<file path="config.mk">
export PLATFORM = sky130hd
export DESIGN_NAME = costas_integrate_dump
export DESIGN_NICKNAME = d
export VERILOG_FILES = /design/src/rtl/costas_integrate_dump.sv
export SDC_FILE = /design/constraint.sdc
export NUM_CORES = 1
export LEC_CHECK = 0
export CORE_MARGIN = 3
export CORE_UTILIZATION = 58
export DETAILED_ROUTE_END_ITERATION = 8
export PLACE_DENSITY = 0.83
export SYNTH_ARGS = -nofsm -noshare
export SYNTH_HDL_FRONTEND = slang
export SYNTH_SLANG_ARGS = --single-unit
</file>
<file path="constraint.sdc">
create_clock -name clock -period 8.3 [get_ports clock]
set_clock_uncertainty 0.2 [all_clocks]
set_input_delay 2.49 -clock clock [delete_from_list [all_inputs] [get_ports clock]]
set_output_delay 2.49 -clock clock [all_outputs]
set_load 0.02 [all_outputs]
</file>
<file path="src/rtl/costas_integrate_dump.sv">
// Integrate-and-dump for the Costas loop arms: windowed I/Q sums with saturation,
// scaled outputs at each dump strobe, and a sign(I)*Q phase error one cycle later.
module costas_integrate_dump #(
    parameter int DATA_W = 12,
    parameter int ACC_W  = 24,
    parameter int SHIFT  = 10,
    parameter int OUT_W  = 16,
    parameter int CNT_W  = 10
) (
    input  logic                     clock,
    input  logic                     reset,
    input  logic                     dump,
    input  logic                     in_valid,
    input  logic signed [DATA_W-1:0] i_in,
    input  logic signed [DATA_W-1:0] q_in,
    output logic signed [OUT_W-1:0]  i_out,
    output logic signed [OUT_W-1:0]  q_out,
    output logic                     out_valid,
    output logic [CNT_W-1:0]         win_count,
    output logic                     ovf,
    output logic signed [OUT_W-1:0]  err_out,
    output logic                     err_valid
);

    logic signed [DATA_W-1:0] w_sample [2];
    logic signed [OUT_W-1:0]  w_scaled [2];
    logic [1:0]               w_acc_sat;
    logic [1:0]               w_out_sat;

    logic [CNT_W-1:0]         r_cnt;
    logic [CNT_W-1:0]         w_cnt_final;
    logic                     r_wovf;

    logic signed [OUT_W-1:0]  r_i_out;
    logic signed [OUT_W-1:0]  r_q_out;
    logic                     r_out_valid;
    logic [CNT_W-1:0]         r_win_count;
    logic                     r_ovf;
    logic signed [OUT_W-1:0]  r_err_out;
    logic                     r_err_valid;
    logic signed [OUT_W-1:0]  w_err;
    logic                     w_q_is_min;

    assign w_sample[0] = i_in;
    assign w_sample[1] = q_in;

    // Channel 0 is I, channel 1 is Q; both share the dump/valid controls.
    generate
        for (genvar gi = 0; gi < 2; gi++) begin : g_chan
            logic signed [ACC_W-1:0]     r_acc;
            logic signed [ACC_W:0]       w_add;
            logic signed [ACC_W:0]       w_sum_wide;
            logic signed [ACC_W-1:0]     w_sum;
            logic signed [ACC_W-1:0]     w_shifted;
            logic [ACC_W-OUT_W:0]        w_hi;

            assign w_add      = in_valid ? (ACC_W+1)'(w_sample[gi]) : '0;
            assign w_sum_wide = {r_acc[ACC_W-1], r_acc} + w_add;

            // One guard bit: overflow iff the two top bits disagree.
            assign w_acc_sat[gi] = w_sum_wide[ACC_W] ^ w_sum_wide[ACC_W-1];
            assign w_sum = w_acc_sat[gi]
                         ? {w_sum_wide[ACC_W], {(ACC_W-1){~w_sum_wide[ACC_W]}}}
                         : w_sum_wide[ACC_W-1:0];

            assign w_shifted     = w_sum >>> SHIFT;
            assign w_hi          = w_shifted[ACC_W-1:OUT_W-1];
            assign w_out_sat[gi] = ~((&w_hi) | ~(|w_hi));
            assign w_scaled[gi]  = w_out_sat[gi]
                                 ? {w_shifted[ACC_W-1], {(OUT_W-1){~w_shifted[ACC_W-1]}}}
                                 : w_shifted[OUT_W-1:0];

            always_ff @(posedge clock or posedge reset) begin
                if (reset) begin
                    r_acc <= '0;
                end else if (dump) begin
                    r_acc <= '0;
                end else if (in_valid) begin
                    r_acc <= w_sum;
                end
            end
        end
    endgenerate

    assign w_cnt_final = (in_valid && !(&r_cnt)) ? r_cnt + CNT_W'(1) : r_cnt;

    // Negating the most negative value would wrap, so clamp it to the maximum.
    assign w_q_is_min = r_q_out[OUT_W-1] & ~(|r_q_out[OUT_W-2:0]);
    assign w_err = !r_i_out[OUT_W-1] ? r_q_out
                 : (w_q_is_min ? {1'b0, {(OUT_W-1){1'b1}}} : -r_q_out);

    always_ff @(posedge clock or posedge reset) begin
        if (reset) begin
            r_cnt       <= '0;
            r_wovf      <= 1'b0;
            r_i_out     <= '0;
            r_q_out     <= '0;
            r_out_valid <= 1'b0;
            r_win_count <= '0;
            r_ovf       <= 1'b0;
            r_err_out   <= '0;
            r_err_valid <= 1'b0;
        end else begin
            r_out_valid <= dump;
            r_err_valid <= r_out_valid;
            if (r_out_valid) begin
                r_err_out <= w_err;
            end
            if (dump) begin
                r_i_out     <= w_scaled[0];
                r_q_out     <= w_scaled[1];
                r_win_count <= w_cnt_final;
                r_ovf       <= r_wovf | (|w_acc_sat) | (|w_out_sat);
                r_cnt       <= '0;
                r_wovf      <= 1'b0;
            end else begin
                r_cnt  <= w_cnt_final;
                r_wovf <= r_wovf | (|w_acc_sat);
            end
        end
    end

    assign i_out     = r_i_out;
    assign q_out     = r_q_out;
    assign out_valid = r_out_valid;
    assign win_count = r_win_count;
    assign ovf       = r_ovf;
    assign err_out   = r_err_out;
    assign err_valid = r_err_valid;

endmodule

</file>
Yosys cells after proc, flatten, opt, wreduce, memory -nomap -nowiden
Cells that the tools add are included.
{ "totals": {"ff_bits": 116, "latch_bits": 0, "ramBits": 0, "rom_bits": 0, "in_bits": 28, "out_inout_bits": 61, "elab_cells": 41, "memories": 0} }
{ "op_classes": {"add_sub_neg": 4, "multipliers": 0, "div": 0, "n_lt_le_gt_ge": 0, "n_eq_ne": 0, "shift": 0, "n_mux": 13, "n_bitwise": 7, "reduce_logical": 6} }
{ "op_table": {"columns": ["op", "n"], "rows": [
  ["$mux 24", 6],
  ["$add 25x25->25", 2],
  ["$mux 25", 2],
  ["$mux 16", 2],
  ["$mux 10", 2],
  ["$neg 16->16", 1],
  ["$reduce_or 15->1", 1],
  ["$add 10x1->10 const B", 1],
  ["$reduce_and 10->1", 1],
  ["$not 1->1", 3],
  ["$reduce_bool 2->1", 1],
  ["$reduce_or 2->1", 1],
  ["$xor 1x1->1", 2],
  ["$and 1x1->1", 1],
  ["$logic_and 1x1->1", 1],
  ["$logic_not 1->1", 1],
  ["$mux 1", 1],
  ["$or 1x1->1", 1]
]} }

Logic depth before layout (Yosys ltp)
{ "logic_depth": {"word_depth": 6, "ltp_mapped": 14, "depth_no_buf": 11} }

Worst setup path before layout
OpenSTA, ideal clock, no wires.
{ "synth_path": {"path_type": "in2reg", "start": "input port in_valid", "end": "register r_wovf", "setup_time_ns": 0.136, "t_arrival_ns": 5.409, "required_time_ns": 7.964, "setup_slack_ns": 2.555, "stages": 14, "path_buffers": 3, "path_cell_list": "buf_2 > clkbuf_1 > and2_1 > ha_1 > fa_1 > a21o_1 > a221oi_1 > o21ai_1 > a211oi_1 > o22ai_2 > o211a_2 > buf_6 > nor4b_4 > a21oi_1"} }
{ "synth_between": {"elab_chain_len": 6, "elab_cells_between_ends": 9, "cone_classes": "add/sub (2); mux (3); bitwise (3); reduce/logical (1)"} }
{ "synth_rtl": {"columns": ["item", "line", "rtl"], "rows": [
  ["start, declared", "13", "input logic in_valid,"],
  ["$mux 25", "57", "assign w_add = in_valid ? (ACC_W+1)'(w_sample[gi]) : '0;"],
  ["$add 25x25->25", "58", "assign w_sum_wide = {r_acc[ACC_W-1], r_acc} + w_add;"],
  ["$xor 1x1->1", "61", "assign w_acc_sat[gi] = w_sum_wide[ACC_W] ^ w_sum_wide[ACC_W-1];"],
  ["$reduce_or 2->1 (*)", "118", "r_wovf <= r_wovf | (|w_acc_sat);"],
  ["$or 1x1->1 (*)", "118", null],
  ["$mux 1 (*)", "109", "if (dump) begin"],
  ["end signal, assigned", "118", null],
  ["end, declared", "32", "logic r_wovf;"]
]} }
Every way passes the cells marked *; elsewhere a longest branch is shown, timed or not.
A chain may end at the register's enable or synchronous reset.

Worst setup path in the final report
{ "layout_path": {"start": "input port q_in[0]", "end": "register g_chan[1].r_acc[19]"} }
{ "layout_between": {"elab_chain_len": 6, "elab_cells_between_ends": 7, "cone_classes": "add/sub (1); mux (4); bitwise (2)"} }
{ "layout_rtl": {"columns": ["item", "line", "rtl"], "rows": [
  ["start, declared", "15", "input logic signed [DATA_W-1:0] q_in,"],
  ["$mux 25 (*)", "57", null],
  ["$add 25x25->25 (*)", "58", null],
  ["$xor 1x1->1 / $not 1->1 (equally long branches)", "61, 63", null],
  ["$mux 24 (*)", "63", "? {w_sum_wide[ACC_W], {(ACC_W-1){~w_sum_wide[ACC_W]}}}"],
  ["$mux 24 (*)", "78", "end else if (in_valid) begin"],
  ["$mux 24 (*)", "76", "end else if (dump) begin"],
  ["end signal, assigned", "79", "r_acc <= w_sum;"],
  ["end, declared", "50", "logic signed [ACC_W-1:0] r_acc;"]
]} }
Every way passes the cells marked *; elsewhere a longest branch is shown, timed or not. The select of a mux whose other input is x is not followed.

==> reports/qor.yml <==
final_layout:
  multi_input_area_mm2: 0.00444
  n_fill_cell: 1035
  layout-drive-gt1-share_pct: 7.05
  ff_latch_area_mm2: 0.00290
  antennaDiodeCount: 0
  design_area_mm2: 0.00917
  fin_nets: 1006
  layoutNonFillerInstCount: 1137
  syn_to_final_growth_pct: 18.6
placement:
  pre_cts_slack_ns: 1.83
  port_buffers: 88
  hpwl_mm: 13.2
  placed_area_mm2: 0.00856
  place_congestion: 0.901
  dp_cells: 1105
sta:
  worst_pin_slew_ns: 0.936
  slew_headroom_pct: 37.4
  rsz0062_at_grt: "no"
  hold_violations: 0
  min_period_ns: 6.07
  clock.fmax_ghz: 0.165
  setup-tns-final_ns: 0
  finalCritPeriodShare_pct: 73.1
  setup_viol: 0
  slew_viol_final: 0
  worst_slack_ns: 2.23
synthesis:
  syn_area_mm2: 0.00774
  synth_common_cells: "nor2_1, dfrtp_1, nand2_1, a21oi_1, o21ai_0"
  synthTopCellsByArea: "dfrtp_1, nor2_1, xnor2_1"
  synth-seq-area-share_pct: 37.5
  syn_nets: 956
  yosys_most_used_dff: "dfrtp_1"
  yosysMostFrequentCell: "nor2_1"
  synth_edf_count: 0
  yosysUniqueCellTypes: 79
  syn-instance-count: 902
  yosysTopAreaCellShare_pct: 37.5
  ys_warn_count: 0
  synth.largest_area_cell: "dfrtp_1"
  async_flop_share_pct: 100
  yosys_register_bits: 116
  postSynthAreaPerCell_um2: 8.58
grt:
  grt_pass1_vias: 6503
  grt_max_degree: 70
  grt_usage_pct: 27.2
  grt_pass1_wl_mm: 32.4
  antenna_found_initial: 0
  grt_overflow: 0
critical_path:
  critical_path.max_fanout: 21
  r2r_setup_slack_ns: 4.45
  cp_data_arrival_time_ns: 6.14
  criticalPathCategory: "input port to flop"
  critical_path_required_ns: 8.36
  r2r-start: "g_chan[1].r_acc[0]"
  start_kind: "input port"
  worstSetupStartpoint: "q_in[0]"
  end_kind: "flop"
floorplan:
  rows: 41
  die_h_um: 121
  io_pins: 89
  die_width_um: 121
  die_area_mm2: 0.0148
  core_area_mm2: 0.0128
  start_util_pct: 60.3
drt:
  wire_per_inst_um: 17.0
  final_antenna_net_count: 0
  first_pass_iters: 5
  drtIter0Drc: 577
  wirelength_mm: 19.3
  drt-vias-per-instance: 6.10
  vias: 6934
  drc: 0
clock_tree:
  cts_root_buf: "clkbuf_16"
  clockBufferDepth: 2
  cts_tree: "done"
  cts.repair.resized: 0
  insertion_delay_ns: 0.42
  clkTransAtPathRegs_ns: 0.05
  cts_sinks: 116
  numCtsBuffers: 17
  postCtsSetupBuffers: 0
  cts_max_level: 4
  cts_hold_buf: 0
hold_path:
  hold_path_class: "flop to flop"
  min-delay-start: "g_chan[0].r_acc[6]"
pwr:
  p_seq_share_pct: 33.6
  p_sw_share_pct: 34.6
  power_leakage_nw: 3.88
  p_clk_share_pct: 32.6
  p_total_mw: 2.35
  comb_power_share_pct: 33.8
  switching_power_uw: 815
  vdd_drop_max_uv: 144
  internal_power_mw: 1.54
  power_density_mw_per_mm2: 256
flow_run:
  maxCapViolations: 0
status:
  status: "finished, final reports clean"
-- flip-flops by register name, indices dropped and copies added, names as in the netlist --
name and cells:
err_out 16, err_valid 1, g_chan.r_acc 48, i_out 14, out_valid 1, ovf 1
q_out 14, r_cnt 10, r_wovf 1, win_count 10
-- layout by cell type, fill, tap and decap left out, drive strengths merged, types with 8 or more instances in the layout --
master | synthesis | final
nand3 | 17 | 17
o21ai | 58 | 58
xor2 | 20 | 20
mux2i | 11 | 11
clkbuf | 39 | 22
ha | 24 | 24
clkdlybuf4s50 | 0 | 86
nor3 | 16 | 16
or2 | 8 | 8
nor2 | 118 | 118
nand4 | 11 | 11
or3 | 10 | 10
a21o | 13 | 13
a21oi | 72 | 72
o211ai | 14 | 14
and2 | 30 | 30
a211oi | 14 | 14
dfrtp | 116 | 116
inv | 26 | 26
xnor2 | 47 | 47
o22ai | 9 | 9
nand2 | 85 | 85
a31oi | 10 | 10
-- final timing paths --
| path | end | cells after the start |
|---|---|---|
| max | g_chan[1].r_acc[19] | 12 |
| min reg2reg | g_chan[0].r_acc[6] | 2 |
| max reg2reg | g_chan[1].r_acc[19] | 10 |
| min | g_chan[0].r_acc[6] | 2 |
| max in group asynchronous | i_out[6] | 3 |
| min in group asynchronous | err_out[2] | 2 |
-- power by group through the flow --
stage               combinational [mW]  sequential, mW  clock [mW]
global route                     0.869           0.807       0.804
finish                           0.794           0.790       0.767
global placement                 0.774           0.793           0
detailed placement               0.787           0.796           0
floorplan                        0.463           0.845           0
CTS                              0.796           0.788       0.775
-- metrics by stage --
step,util [%],hold slack (ns)
final,71.5,0.283
after global routing,71.5,0.309
after CTS,71.5,0.290
after detailed placement,66.8,0.277
after global placement,66.8,0.265
after floorplan,-,0.245
-- cell type report --
| type | instances | area share (%) |
|---|---|---|
| multi-input cells | 699 | 48.4 |
| flip-flops and latches | 116 | 31.7 |
| well taps | 172 | 2.35 |
| clock inverters | 10 | 1.69 |
| repair buffers | 92 | 9.82 |
| inverters | 26 | 1.09 |
| clock buffers | 22 | 4.95 |
-- routing by layer --
metal | track usage (%) | part of all wire (%) | wire length (µm)
met1 | 35.9 | 43 | 8240
met2 | 44.4 | 50 | 9620
met3 | 5.50 | 5.9 | 1140
met4 | 9.73 | 1.7 | 326
met5 | 0 | 0 | 0
-- cells by family after synthesis --
kind of cell / count (synthesis) / share of synthesized area, %
AO/OA/AOI/OAI: 253 / 21.9
multiplexers: 18 / 2.49
AND/OR/NAND/NOR: 332 / 20.4
flip-flops: 116 / 37.5
adder cells (fa/ha/maj): 28 / 4.66
XOR/XNOR: 68 / 7.88
buffers and inverters: 87 / 5.08
-- critical path: stages --
cell,delay (ns)
clkdlybuf4s50_1,0.39
and2_1,0.15
ha_1,0.20
fa_1,0.40
a21o_1,0.19
a221oi_1,0.39
o21ai_1,0.26
a21oi_2,0.36
nor4_1,0.14
o311ai_4,0.78
o22ai_1,0.20
o2bb2ai_1,0.17
(Power assumes the default switching activity.)
